`config.mk`:
```
export PLATFORM = sky130hd
export DESIGN_NAME = pc_control
export DESIGN_NICKNAME = d
export VERILOG_FILES = /design/src/rtl/pc_control.sv
export SDC_FILE = /design/constraint.sdc
export NUM_CORES = 1
export LEC_CHECK = 0
export ABC_AREA = 1
export CAP_MARGIN = 20
export CORE_MARGIN = 2
export CORE_UTILIZATION = 50
export CTS_BUF_LIST = sky130_fd_sc_hd__clkbuf_8
export CTS_CLUSTER_SIZE = 25
export DETAILED_ROUTE_END_ITERATION = 8
export GPL_ROUTABILITY_DRIVEN = 0
export GPL_TIMING_DRIVEN = 0
export PLACE_DENSITY = 0.89
export SLEW_MARGIN = 20
export SYNTH_ARGS = -nofsm -noshare
export SYNTH_HDL_FRONTEND = slang
export SYNTH_SLANG_ARGS = --single-unit
```
`constraint.sdc`:
```
create_clock -name clock -period 2 [get_ports clock]
set_input_delay 0.4 -clock clock [delete_from_list [all_inputs] [get_ports clock]]
set_output_delay 0.4 -clock clock [all_outputs]
set_load 0.01 [all_outputs]
```
`src/rtl/pc_control.sv`:
```
// pc_control: registered program counter sequencer with NEXT/JUMP/CALL/RET.
// Define PC_CONTROL_STACK_EN to build the return-address stack; otherwise CALL acts as JUMP and RET as NEXT.
`default_nettype none

module pc_control #(
   parameter int WORD_SIZE   = 18,
   parameter int STACK_DEPTH = 8
) (
   input  logic                           clock,
   input  logic                           reset_n,
   input  logic                           stall,
   input  logic [1:0]                     op,
   input  logic                           if_ok,
   input  logic [WORD_SIZE-1:0]           target,
   output logic [WORD_SIZE-1:0]           pc,
   output logic [$clog2(STACK_DEPTH):0]   sp,
   output logic                           stack_overflow,
   output logic                           stack_underflow
);

   localparam int         SP_W    = $clog2(STACK_DEPTH) + 1;
   localparam logic [1:0] OP_NEXT = 2'd0;
   localparam logic [1:0] OP_JUMP = 2'd1;
   localparam logic [1:0] OP_CALL = 2'd2;
   localparam logic [1:0] OP_RET  = 2'd3;

   logic [WORD_SIZE-1:0] pc_inc;
   logic [WORD_SIZE-1:0] pc_next;

   assign pc_inc = pc + WORD_SIZE'(1);

`ifdef PC_CONTROL_STACK_EN
   localparam int PTR_W = $clog2(STACK_DEPTH);

   logic [WORD_SIZE-1:0] stack_mem [STACK_DEPTH];
   logic                 stack_full;
   logic                 stack_empty;
   logic                 call_taken;
   logic                 ret_taken;
   logic                 push;
   logic                 pop;
   logic [PTR_W-1:0]     wr_idx;
   logic [PTR_W-1:0]     top_idx;
   logic [WORD_SIZE-1:0] top_entry;

   assign stack_full  = (sp == SP_W'(STACK_DEPTH));
   assign stack_empty = (sp == '0);
   assign call_taken  = !stall && (op == OP_CALL) && if_ok;
   assign ret_taken   = !stall && (op == OP_RET) && if_ok;
   assign push        = call_taken && !stack_full;
   assign pop         = ret_taken && !stack_empty;
   assign wr_idx      = PTR_W'(sp);
   assign top_idx     = PTR_W'(sp - SP_W'(1));
   assign top_entry   = stack_mem[top_idx];

   always_comb begin
      pc_next = pc_inc;
      case (op)
         OP_JUMP, OP_CALL: if (if_ok) pc_next = target;
         OP_RET:           if (if_ok && !stack_empty) pc_next = top_entry;
         default:          pc_next = pc_inc;
      endcase
   end

   always_ff @(posedge clock or negedge reset_n) begin
      if (!reset_n) begin
         sp              <= '0;
         stack_overflow  <= 1'b0;
         stack_underflow <= 1'b0;
      end else begin
         if (push)
            sp <= sp + SP_W'(1);
         else if (pop)
            sp <= sp - SP_W'(1);
         if (call_taken && stack_full)
            stack_overflow <= 1'b1;
         if (ret_taken && stack_empty)
            stack_underflow <= 1'b1;
      end
   end

   // Entries need no reset: they are only readable while sp is non-zero.
   always_ff @(posedge clock) begin
      if (push)
         stack_mem[wr_idx] <= pc_inc;
   end
`else
   always_comb begin
      pc_next = pc_inc;
      case (op)
         OP_JUMP, OP_CALL: if (if_ok) pc_next = target;
         OP_NEXT, OP_RET:  pc_next = pc_inc;
         default:          pc_next = pc_inc;
      endcase
   end

   assign sp              = '0;
   assign stack_overflow  = 1'b0;
   assign stack_underflow = 1'b0;
`endif

   always_ff @(posedge clock or negedge reset_n) begin
      if (!reset_n)
         pc <= '0;
      else if (!stall)
         pc <= pc_next;
   end

endmodule

`default_nettype wire

```
==> impl_summary.log <==
[metrics] run status: finished clean
[metrics] Final Skew: 1.96 ps
[metrics] routed len/inst: 12.2 µm
[metrics] largest family of logic cells by synthesized area: simple AND/OR/NAND/NOR gates
[metrics] initial antenna violation count: 0
[metrics] ratio of cells with drive above 1 in the final layout: 10.7%
[metrics] Hold Vio Cnt, Final: 0
[metrics] Core Box Area: 2520 µm²
[metrics] total of fill cells in the finished design: 215
[metrics] Maximum Capacitance Violations: 0
[metrics] Die X: 56.3 µm
[metrics] Max VDD drop: 602 µV
[metrics] worst setup slack before clock tree synthesis: 152 ps
[metrics] slack of the critical path: 273 ps
[metrics] flops & latches, synth: 18
[metrics] Compound-Gate Fraction of Synth Area: 13.3%
[metrics] number of H-tree levels: 1
[metrics] clock tree root buffer cell: sky130_fd_sc_hd__clkbuf_8
[metrics] post-layout min period: 1730 ps
[metrics] maximum number of pins on one net before global-route repair: 19
[metrics] final routed DRC violation total: 0
[metrics] series of cell instances along the critical path: clkdlybuf4s50_1
[metrics] post-DP HPWL: 2.66 mm
[metrics] Detailed Route Iter0 Violations: 42
[metrics] CTS buffer count: 3
[metrics] # resized after CTS: 0
[metrics] area occupied by multi-input gates: 742 µm²
[metrics] accumulated negative setup slack: 0 ps
[metrics] post-CTS repair timing setup buffer count: 0
[metrics] Worst Max-Slew Pin Slew: 844 ps
[metrics] first-pass GRT wire length: 6.02 mm
[metrics] CP max stage cell: sky130_fd_sc_hd__clkdlybuf4s50_1
[metrics] Top Family by Delay on Critical Path: buffers and inverters
[metrics] worst min path class: in2reg
[metrics] CTS Sinks: 18
[metrics] # setup viols final: 0
[metrics] total power: 1.44 mW
[metrics] dominant cell type by area after synthesis: sky130_fd_sc_hd__dfrtp_1
[metrics] PwrDens: 767 nW/µm²
[metrics] WP buf/inv: 1
[metrics] kind of critical path: reg2out
[metrics] layout overhead on the synthesized area: 37.5%
[metrics] port bufs: 40
[metrics] YS warnings: 0
[metrics] number of cells produced by synthesis: 212
[metrics] clock transition at the registers of the reported paths: 70 ps
[metrics] CTS tree: yes
[metrics] largest registers: pc: 18 flops
[metrics] Placed Instances: 287
[metrics] count of hold-fix buffers inserted at cts: 0
[metrics] area fraction in and, or, nand and nor cells after synthesis: 38.5%
[metrics] capturing element type of the critical path: output port
[metrics] Adder-Cell Fraction of Synth Area: 0.916%
[metrics] maximum achievable frequency: 579 MHz
[metrics] unrepaired setup endpoints after global routing: no
[metrics] global-route total usage across every layer: 23.6%
[metrics] share of the synthesized netlist area taken by xor and xnor gates: 0%
[metrics] number of nets with antenna violations after detailed routing: 0
[metrics] standard-cell rows: 18
[metrics] proportion of netlist area held by the largest area contributor: 33.0%
[metrics] starting density of the core: 54.2%
[metrics] later-pin clock latency in the skew report: 260 ps
[metrics] routed via count: 1,477
[metrics] final layout net count: 287
[metrics] Sequential cell area: 450 µm²
[metrics] critical path data arrival time: 1330 ps
[metrics] vias in the first global route: 1,400
[metrics] number of detailed-route iterations in the first pass: 4
[metrics] flip-flop count of the largest register, all copies and words added: 18
[metrics] largest cells by area after synthesis: sky130_fd_sc_hd__dfrtp_1, sky130_fd_sc_hd__nand2_1, sky130_fd_sc_hd__nand3_1, sky130_fd_sc_hd__inv_1, sky130_fd_sc_hd__o21ai_0
[metrics] cell leakage power: 0.946 nW
[metrics] CP Launch Type: flip-flop
[metrics] cell area after technology mapping: 1370 µm²
[metrics] portion of netlist area occupied by mux cells: 0%
[metrics] Ports: 48
[metrics] maximum clock insertion buffer count: 2
[metrics] Antenna Diode Count: 0
[metrics] mean number of vias per cell: 5.08
[metrics] Unique masters post-synth: 24
[metrics] sequential element share of the synthesized area: 33.0%
[metrics] Final Routed Wirelength: 3.55 mm
[metrics] largest fanout on the critical path: 8
[metrics] Data required, critical path: 1600 ps
[metrics] final worst-path cycle share: 86.3%
[metrics] post-synthesis average cell area: 6.44 µm²
[metrics] register ranked first by flip-flop count: pc
[metrics] die boundary height: 56.3 µm
[metrics] Post-Layout Cell Count: 291
[metrics] area of the die: 3170 µm²
[metrics] worst slew margin relative to its limit: 43.6%
[metrics] longest individual stage delay on the worst path: 590 ps
[metrics] overflow left after global routing: 0
[metrics] Final Max Tran Viols: 0
==> area by class of cell <==
class | instances | share of cell area, %
Multi-Input combinational cell | 157 | 39.5
Sequential cell | 18 | 24.0
Timing Repair Buffer | 40 | 21.3
Inverter | 30 | 6.00
Buffer | 12 | 4.26
Clock buffer | 4 | 2.93
Tap cell | 30 | 2.00
==> logic make-up (layout without fill, tap and decap cells) <==
group,after synthesis,count (layout)
and+or+nand+nor,115,115
buffers and inverters,42,86
AOI/OAI and AO/OA,35,35
DFF,18,18
adders and majority gates,1,1
other,1,6
==> path summary, 6_finish.rpt <==
kind	slack [ps]	cells past startpoint	start	endpoint
worst max-delay path	270	1	pc[13]$_DFFE_PN0N_	pc[13]
max in group asynchronous	860	1	reset_n	pc[14]$_DFFE_PN0N_
worst min-delay path	450	3	stall	pc[17]$_DFFE_PN0N_
min in group asynchronous	620	1	reset_n	pc[1]$_DFFE_PN0N_
worst max register to register	540	10	pc[0]$_DFFE_PN0N_	pc[16]$_DFFE_PN0N_
worst min register to register	540	2	pc[17]$_DFFE_PN0N_	pc[17]$_DFFE_PN0N_
==> per-layer routing <==
layer  track usage (%)  part of all wire, %  vias up  routed length (µm)
met5                 0                    0        -                   0
met4              8.16                  2.4        0                  85
met3              3.46                  4.4        6                 158
met2              39.8                   48       45                1700
met1              30.7                   45      662                1610
li1                  -                    -      764                   -
==> cell usage in the layout (no fill, tap or decap), types with 3 or more instances in the layout <==
| cell type | instances |
|---|---|
| sky130_fd_sc_hd__nor2_1 | 11 |
| sky130_fd_sc_hd__buf_2 | 4 |
| sky130_fd_sc_hd__nand3_1 | 23 |
| sky130_fd_sc_hd__nor2_2 | 3 |
| sky130_fd_sc_hd__nand3b_1 | 3 |
| sky130_fd_sc_hd__buf_4 | 8 |
| sky130_fd_sc_hd__or2_2 | 3 |
| sky130_fd_sc_hd__a21oi_1 | 12 |
| sky130_fd_sc_hd__nand2_1 | 62 |
| sky130_fd_sc_hd__o21ai_0 | 17 |
| sky130_fd_sc_hd__nand2_2 | 3 |
| sky130_fd_sc_hd__inv_1 | 29 |
| sky130_fd_sc_hd__conb_1 | 6 |
| sky130_fd_sc_hd__clkdlybuf4s50_1 | 40 |
| sky130_fd_sc_hd__nand4_1 | 3 |
| sky130_fd_sc_hd__dfrtp_1 | 18 |
| sky130_fd_sc_hd__clkbuf_8 | 4 |
==> synth_stat cells <==
library cell               instances
sky130_fd_sc_hd__dfrtp_1          18
sky130_fd_sc_hd__a31oi_1           2
sky130_fd_sc_hd__nand3_1          23
sky130_fd_sc_hd__or2_2             3
sky130_fd_sc_hd__nor2_1           11
sky130_fd_sc_hd__inv_1            29
sky130_fd_sc_hd__nor2_4            2
sky130_fd_sc_hd__buf_2             4
sky130_fd_sc_hd__nand4_1           3
sky130_fd_sc_hd__or2_1             1
sky130_fd_sc_hd__nor2_2            3
sky130_fd_sc_hd__ha_1              1
sky130_fd_sc_hd__nand3_2           1
sky130_fd_sc_hd__o211ai_1          1
sky130_fd_sc_hd__nand3b_1          3
sky130_fd_sc_hd__nand2_2           3
sky130_fd_sc_hd__conb_1            1
sky130_fd_sc_hd__nand2_1          62
sky130_fd_sc_hd__o21ai_1           2
sky130_fd_sc_hd__clkinv_1          1
sky130_fd_sc_hd__o21ai_0          17
sky130_fd_sc_hd__a21oi_1          12
sky130_fd_sc_hd__buf_4             8
sky130_fd_sc_hd__o22ai_1           1
==> power by group <==
part | total [mW] | leakage [nW] | internal [mW] | switching [mW]
combinational | 0.580 | 0.708 | 0.289 | 0.291
sequential | 0.553 | 0.209 | 0.440 | 0.113
clock | 0.307 | 0.0288 | 0.175 | 0.132
total | 1.44 | 0.946 | 0.904 | 0.536
==> through the flow <==
step | util, % | hold WS [ps] | area, µm²
CTS | 74.5 | 448 | 1880
floorplan | - | 104 | 1390
global route | 74.5 | 461 | 1880
global placement | 72.3 | 515 | 1820
detailed placement | 72.3 | 514 | 1820
finish | 74.5 | 448 | 1880
(Power assumes the default switching activity.)
